`config.mk`:
```
export PLATFORM = sky130hd
export DESIGN_NAME = simplez_ram_arbiter_flat
export DESIGN_NICKNAME = d
export VERILOG_FILES = /design/src/rtl/simplez_pkg.sv /design/src/rtl/simplez_ram_arbiter_if.sv /design/src/rtl/simplez_arb_starve_ctr.sv /design/src/rtl/simplez_ram_arbiter.sv /design/src/flat_wrapper.sv
export SDC_FILE = /design/constraint.sdc
export NUM_CORES = 1
export LEC_CHECK = 0
export ABC_AREA = 0
export CORE_UTILIZATION = 37
export CTS_BUF_LIST = sky130_fd_sc_hd__clkbuf_16
export DETAILED_ROUTE_END_ITERATION = 16
export PLACE_DENSITY_LB_ADDON = 0.15
export SYNTH_ARGS = -nofsm -noshare
export SYNTH_HDL_FRONTEND = slang
export SYNTH_SLANG_ARGS = --single-unit
```
`constraint.sdc`:
```
create_clock -name clk -period 2.1 [get_ports clk]
set_input_delay 0.21 -clock clk [delete_from_list [all_inputs] [get_ports clk]]
set_output_delay 0.21 -clock clk [all_outputs]
set_load 0.005 [all_outputs]
```
`src/rtl/simplez_pkg.sv`:
```
// rtl/simplez_pkg.sv - shared types and defaults for the Simplez RAM arbiter
package simplez_pkg;

  localparam int DEF_AW          = 9;
  localparam int DEF_DW          = 12;
  localparam int DEF_STARVE_MAX  = 8;
  localparam int DEF_PERIPH_BASE = 'h1F8;

  typedef enum logic [1:0] {
    ST_IDLE   = 2'd0,
    ST_ACCESS = 2'd1,
    ST_DONE   = 2'd2
  } arb_state_e;

  typedef enum logic {
    OWNER_C = 1'b0,
    OWNER_L = 1'b1
  } owner_e;

endpackage

```
`src/rtl/simplez_ram_arbiter_if.sv`:
```
// rtl/simplez_ram_arbiter_if.sv - request/ack memory port shared by the CPU and loader sides
interface simplez_ram_arbiter_if #(
  parameter int AW = 9,
  parameter int DW = 12
);
  logic          req;
  logic          rw;
  logic [AW-1:0] addr;
  logic [DW-1:0] wdata;
  logic          ack;
  logic [DW-1:0] rdata;

  modport master (output req, rw, addr, wdata, input ack, rdata);
  modport slave  (input req, rw, addr, wdata, output ack, rdata);
endinterface

```
`src/rtl/simplez_arb_starve_ctr.sv`:
```
// rtl/simplez_arb_starve_ctr.sv - saturating count of cycles the loader has been kept waiting
module simplez_arb_starve_ctr #(
  parameter int MAX = 8
) (
  input  logic clk,
  input  logic rst,
  input  logic inc,
  input  logic clr,
  output logic full
);
  localparam int            CW    = $clog2(MAX + 1);
  localparam logic [CW-1:0] MAX_V = CW'(MAX);

  logic [CW-1:0] cnt_q;
  logic [CW-1:0] cnt_d;

  always_comb begin
    cnt_d = cnt_q;
    if (clr) begin
      cnt_d = '0;
    end else if (inc && (cnt_q != MAX_V)) begin
      cnt_d = cnt_q + 1'b1;
    end
  end

  always_ff @(posedge clk) begin
    if (rst) begin
      cnt_q <= '0;
    end else begin
      cnt_q <= cnt_d;
    end
  end

  assign full = (cnt_q == MAX_V);
endmodule

```
`src/rtl/simplez_ram_arbiter.sv`:
```
// rtl/simplez_ram_arbiter.sv - shares the single-port Simplez RAM between the CPU and the loader
module simplez_ram_arbiter
  import simplez_pkg::*;
#(
  parameter int            AW          = DEF_AW,
  parameter int            DW          = DEF_DW,
  parameter int            STARVE_MAX  = DEF_STARVE_MAX,
  parameter logic [AW-1:0] PERIPH_BASE = AW'(DEF_PERIPH_BASE)
) (
  input  logic                 clk,
  input  logic                 rst,
  simplez_ram_arbiter_if.slave c_bus,
  simplez_ram_arbiter_if.slave l_bus,
  input  logic                 l_lock,
  output logic                 ram_cs,
  output logic                 ram_rw,
  output logic [AW-1:0]        ram_addr,
  output logic [DW-1:0]        ram_din,
  input  logic [DW-1:0]        ram_dout,
  output logic                 c_wait
);

  arb_state_e    state_q, state_d;
  owner_e        owner_q, owner_d;
  logic          req_rw_q, req_rw_d;
  logic [AW-1:0] req_addr_q, req_addr_d;
  logic [DW-1:0] req_wdata_q, req_wdata_d;

  logic grant_c;
  logic grant_l;
  logic starve_full;
  logic periph;
  logic in_access;
  logic in_done;
  logic [DW-1:0] rd_data;

  // Arbitration runs whenever the RAM is free next cycle, i.e. IDLE and DONE.
  always_comb begin
    grant_c = 1'b0;
    grant_l = 1'b0;
    if (state_q != ST_ACCESS) begin
      if (l_lock) begin
        grant_l = l_bus.req;
      end else if (starve_full && l_bus.req) begin
        grant_l = 1'b1;
      end else if (c_bus.req) begin
        grant_c = 1'b1;
      end else if (l_bus.req) begin
        grant_l = 1'b1;
      end
    end
  end

  always_comb begin
    state_d     = state_q;
    owner_d     = owner_q;
    req_rw_d    = req_rw_q;
    req_addr_d  = req_addr_q;
    req_wdata_d = req_wdata_q;
    case (state_q)
      ST_ACCESS: state_d = ST_DONE;
      default: begin
        if (grant_l) begin
          state_d     = ST_ACCESS;
          owner_d     = OWNER_L;
          req_rw_d    = l_bus.rw;
          req_addr_d  = l_bus.addr;
          req_wdata_d = l_bus.wdata;
        end else if (grant_c) begin
          state_d     = ST_ACCESS;
          owner_d     = OWNER_C;
          req_rw_d    = c_bus.rw;
          req_addr_d  = c_bus.addr;
          req_wdata_d = c_bus.wdata;
        end else begin
          state_d = ST_IDLE;
        end
      end
    endcase
  end

  always_ff @(posedge clk) begin
    if (rst) begin
      state_q     <= ST_IDLE;
      owner_q     <= OWNER_C;
      req_rw_q    <= 1'b1;
      req_addr_q  <= '0;
      req_wdata_q <= '0;
    end else begin
      state_q     <= state_d;
      owner_q     <= owner_d;
      req_rw_q    <= req_rw_d;
      req_addr_q  <= req_addr_d;
      req_wdata_q <= req_wdata_d;
    end
  end

  simplez_arb_starve_ctr #(
    .MAX(STARVE_MAX)
  ) u_starve (
    .clk (clk),
    .rst (rst),
    .inc (l_bus.req && !grant_l),
    .clr (!l_bus.req || grant_l),
    .full(starve_full)
  );

  assign periph    = (req_addr_q >= PERIPH_BASE);
  assign in_access = (state_q == ST_ACCESS);
  assign in_done   = (state_q == ST_DONE);

  // Not gated by rst: an access already on the bus finishes at the reset edge.
  assign ram_cs   = in_access && !periph;
  assign ram_rw   = in_access ? req_rw_q : 1'b1;
  assign ram_addr = in_access ? req_addr_q : '0;
  assign ram_din  = in_access ? req_wdata_q : '0;

  assign rd_data = (req_rw_q && !periph) ? ram_dout : '0;

  assign c_bus.ack   = in_done && (owner_q == OWNER_C);
  assign l_bus.ack   = in_done && (owner_q == OWNER_L);
  assign c_bus.rdata = c_bus.ack ? rd_data : '0;
  assign l_bus.rdata = l_bus.ack ? rd_data : '0;

  assign c_wait = c_bus.req && !c_bus.ack;

endmodule

```
`src/flat_wrapper.sv`:
```
// flat-port wrapper written by rule: the top's interface ports become plain ports
module simplez_ram_arbiter_flat import simplez_pkg::*;
#(
  parameter int            AW          = DEF_AW,
  parameter int            DW          = DEF_DW,
  parameter int            STARVE_MAX  = DEF_STARVE_MAX,
  parameter logic [AW-1:0] PERIPH_BASE = AW'(DEF_PERIPH_BASE)
)
  (clk, rst, l_lock, ram_cs, ram_rw, ram_addr, ram_din, ram_dout, c_wait, c_bus_req, c_bus_rw, c_bus_addr, c_bus_wdata, c_bus_ack, c_bus_rdata, l_bus_req, l_bus_rw, l_bus_addr, l_bus_wdata, l_bus_ack, l_bus_rdata);
  simplez_ram_arbiter_if #(.AW(AW), .DW(DW)) c_bus_i ();
  simplez_ram_arbiter_if #(.AW(AW), .DW(DW)) l_bus_i ();
  input  logic clk;
  input  logic rst;
  input  logic l_lock;
  output logic ram_cs;
  output logic ram_rw;
  output logic [AW-1:0] ram_addr;
  output logic [DW-1:0] ram_din;
  input  logic [DW-1:0] ram_dout;
  output logic c_wait;
  input wire logic [$bits(c_bus_i.req)-1:0] c_bus_req;
  input wire logic [$bits(c_bus_i.rw)-1:0] c_bus_rw;
  input wire logic [$bits(c_bus_i.addr)-1:0] c_bus_addr;
  input wire logic [$bits(c_bus_i.wdata)-1:0] c_bus_wdata;
  output wire logic [$bits(c_bus_i.ack)-1:0] c_bus_ack;
  output wire logic [$bits(c_bus_i.rdata)-1:0] c_bus_rdata;
  input wire logic [$bits(l_bus_i.req)-1:0] l_bus_req;
  input wire logic [$bits(l_bus_i.rw)-1:0] l_bus_rw;
  input wire logic [$bits(l_bus_i.addr)-1:0] l_bus_addr;
  input wire logic [$bits(l_bus_i.wdata)-1:0] l_bus_wdata;
  output wire logic [$bits(l_bus_i.ack)-1:0] l_bus_ack;
  output wire logic [$bits(l_bus_i.rdata)-1:0] l_bus_rdata;
  assign c_bus_i.req = c_bus_req;
  assign c_bus_i.rw = c_bus_rw;
  assign c_bus_i.addr = c_bus_addr;
  assign c_bus_i.wdata = c_bus_wdata;
  assign c_bus_ack = c_bus_i.ack;
  assign c_bus_rdata = c_bus_i.rdata;
  assign l_bus_i.req = l_bus_req;
  assign l_bus_i.rw = l_bus_rw;
  assign l_bus_i.addr = l_bus_addr;
  assign l_bus_i.wdata = l_bus_wdata;
  assign l_bus_ack = l_bus_i.ack;
  assign l_bus_rdata = l_bus_i.rdata;
  simplez_ram_arbiter #(.AW(AW), .DW(DW), .STARVE_MAX(STARVE_MAX), .PERIPH_BASE(PERIPH_BASE)) u_core (.clk(clk), .rst(rst), .c_bus(c_bus_i), .l_bus(l_bus_i), .l_lock(l_lock), .ram_cs(ram_cs), .ram_rw(ram_rw), .ram_addr(ram_addr), .ram_din(ram_din), .ram_dout(ram_dout), .c_wait(c_wait));
endmodule
```
==> results_dict.tcl <==
set metrics [dict create \
    run_status "complete, but fails checks" \
    violations "DRC" \
    synth_top_area_share_pct 32.86 \
    async_flop_share_pct 0 \
    rr_endpoint "u_core.req_wdata_q[9]$_SDFFE_PP0P_" \
    crit_cells 5 \
    coreArea_sq_um 4474 \
    port_buffers 110 \
    antenna_cells 0 \
    drv_slew 0 \
    hold_buffers 0 \
    n_fill_cell 343 \
    finalClockSkew_ps 6.809 \
    cp-start-kind "register" \
    numCtsBuffers 5 \
    synth_most_common_cell "and2_1" \
    crit_fanout 5 \
    vias 1633 \
    fp.dieW_um 71.10 \
    required_ps 1890 \
    seq_area_sq_um 584.3 \
    io_pins 111 \
    reg2reg_depth 7 \
    wl_um 4771 \
    crit_top_cell "nor3b_4" \
    fin_cells 342 \
    syn2layout_area_growth_pct 78.47 \
    worstMarginPinSlew_ps 296.5 \
    drtPass1Iterations 11 \
    postLayoutSetupSlackWorst_ps 69.47 \
    syn_avg_cell_area_sq_um 10.27 \
    cts_root_buf "clkbuf_16" \
    syn_area_sq_um 1767 \
    syn_inst 172 \
    worstSetupPathType "register to output port" \
    start_util_pct 39.49 \
    worstSetupEndpoint "c_bus_rdata[3]" \
    irDropWorstVdd_mv 0.6066 \
    period_needed_ps 2031 \
    synth_top_cell_by_area "dfxtp_1" \
    cts_max_level 2 \
    grtUsageMet2_pct 33.01 \
    hold_class "register to register" \
    cts_sinks 29 \
    route.detailed.drc 8 \
    end_kind "output port" \
    worst-path-buf-inv 2 \
    grt_pass1_wl_um 7507 \
    met1_usage_pct 23.77 \
    synth-seq-area-share_pct 32.86 \
    die-area_sq_um 5055 \
    cts_tree "built" \
    grt_remaining_overflow 0 \
    synth_area_leaders "dfxtp_1, o2bb2ai_2, and2_1" \
    synth-edff-count 0 \
    slowest_stage "clkdlybuf4s50_1" \
    rsz0062_at_grt "no" \
    dpl.cell_count 331 \
    r2r-start "u_core.u_starve.cnt_q[0]$_SDFFE_PP0P_" \
    drive_gt1_share_pct 16.55 \
    finalCritPeriodShare_pct 96.69 \
    ys.flop_type "dfxtp_1" \
    die_h_um 71.10 \
    regToRegSetupSlack_ps 280 \
    drv_cap 0 \
    setup_viol 0 \
    busiest_layer "met2" \
    path_cells "nor3b_4 > nor3b_4 > buf_6 > and2_1 > clkdlybuf4s50_1" \
    yosysWarnings 0 \
    critPathTopFamily "buffers and inverters" \
    vias_per_cell 4.775 \
    yosysUniqueCellTypes 31 \
    fmax_mhz 492.5 \
    num-nets-final 352 \
    track_usage_pct 19.45 \
    clk_path_buf_depth 2 \
    num_rows 24 \
    crit_arrival_ps 1820 \
    wl_per_cell_um 13.95 \
    max_stage_delay_ps 490 \
    antenna_found_initial 0 \
    dp_worst_setup_slack_ps 106.5 \
    yosys_register_bits 29 \
    detail-route-antenna-nets 0 \
    hold_viol 0 \
    place_congestion 0.8056 \
    insertion_delay_ps 280 \
    power.density_nw_per_um2 534.7 \
    grt_max_degree 24 \
    synth_common_cells "and2_1, dfxtp_1, mux2i_1" \
    power.leakage_nw 1.460 \
    grt_pass1_vias 1531 \
    maxSlewHeadroom_pct 80.03 \
    synth_fp_nets 235 \
    drt_iter0_drc 73 \
    multi_input_area_sq_um 1110 \
    critical_path.startpoint "u_core.owner_q$_SDFFE_PP0P_" \
    grt.met3_usage_pct 5.413 \
    clk_pin_slew_worst_paths_ps 50 \
    place.detailed.hpwl_um 3467 \
]
sequential cells by signal, indices dropped and copies added (netlist names):
name,flops
u_core.req_rw_q,1
u_core.req_wdata_q,12
u_core.req_addr_q,9
u_core.state_q,2
u_core.u_starve.cnt_q,4
u_core.owner_q,1
logic make-up (layout without fill, tap and decap cells):
logic type	after synthesis	count (layout)	share of synthesized area, %
AO/OA/AOI/OAI	28	28	20.18
adder cells (fa/ha/maj)	2	2	1.416
buffers and inverters	15	133	6.303
flip-flops	29	29	32.86
multiplexers	23	23	13.10
XOR/XNOR	2	2	0.9917
AND/OR/NAND/NOR	73	73	25.14
power breakdown:
group,switching (W),leakage [nW],internal [W]
Sequential,0.0000320,0.240,0.000596
Combinational,0.000141,1.15,0.000243
Clock,0.000247,0.0687,0.000427
final cells by class:
class | instances | area share [%]
clock buffers | 5 | 3.968
flip-flops and latches | 29 | 18.53
multi-input cells | 128 | 35.20
clock inverters | 3 | 0.3968
inverters | 4 | 0.4762
well taps | 52 | 2.063
repair buffers | 121 | 39.37
through the flow:
stage          total power, W  util, %  instance area, sq um  setup TNS [ps]  hold slack [ps]
3_3_place_gp         0.001008    65.30                  2922               0            438.9
2_1_floorplan       0.0008119        -                  1767               0            279.1
5_1_grt              0.001765    70.47                  3153               0            474.3
3_5_place_dp         0.001013    65.30                  2922               0            442.3
6_report             0.001686    70.47                  3153               0            456.9
4_1_cts              0.001692    68.65                  3072          -31.73            458.5
worst min-delay path by stage:
| stage | from | to | cells after the start |
|---|---|---|---|
| floorplan | rst | u_core.owner_q$_SDFFE_PP0P_ | 1 |
| global placement | u_core.req_addr_q[2]$_SDFFE_PP0P_ | u_core.req_addr_q[2]$_SDFFE_PP0P_ | 1 |
| detailed placement | u_core.req_addr_q[2]$_SDFFE_PP0P_ | u_core.req_addr_q[2]$_SDFFE_PP0P_ | 1 |
| CTS | u_core.req_addr_q[2]$_SDFFE_PP0P_ | u_core.req_addr_q[2]$_SDFFE_PP0P_ | 1 |
| global route | u_core.req_wdata_q[7]$_SDFFE_PP0P_ | u_core.req_wdata_q[7]$_SDFFE_PP0P_ | 1 |
| finish | u_core.req_addr_q[2]$_SDFFE_PP0P_ | u_core.req_addr_q[2]$_SDFFE_PP0P_ | 1 |
metal layers:
metal / vias to the layer above / routed length [um]
met4: 0 / 59
met5: - / 0
met2: 62 / 2326
met3: 6 / 301
li1: 838 / -
met1: 727 / 2083
timing repair:
item,in CTS,in global routing
hold endpoints to repair,0,0
pin swaps,0,0
gates resized for setup,3,23
gates cloned,0,1
endpoints found under the setup margin,24,24
buffers inserted,0,2
placed cells by master, fill, tap and decap left out, types with 3 or more instances in the layout:
| cell type | instances |
|---|---|
| nor2b_1 | 3 |
| buf_4 | 7 |
| o2bb2ai_2 | 19 |
| dfxtp_2 | 3 |
| and2_1 | 44 |
| dlymetal6s2s_1 | 10 |
| mux2i_1 | 22 |
| inv_1 | 4 |
| nor2_1 | 5 |
| clkdlybuf4s50_1 | 100 |
| dfxtp_1 | 26 |
| nand2_1 | 6 |
| clkbuf_16 | 5 |
Note: power is estimated with default switching activity, not from simulation.
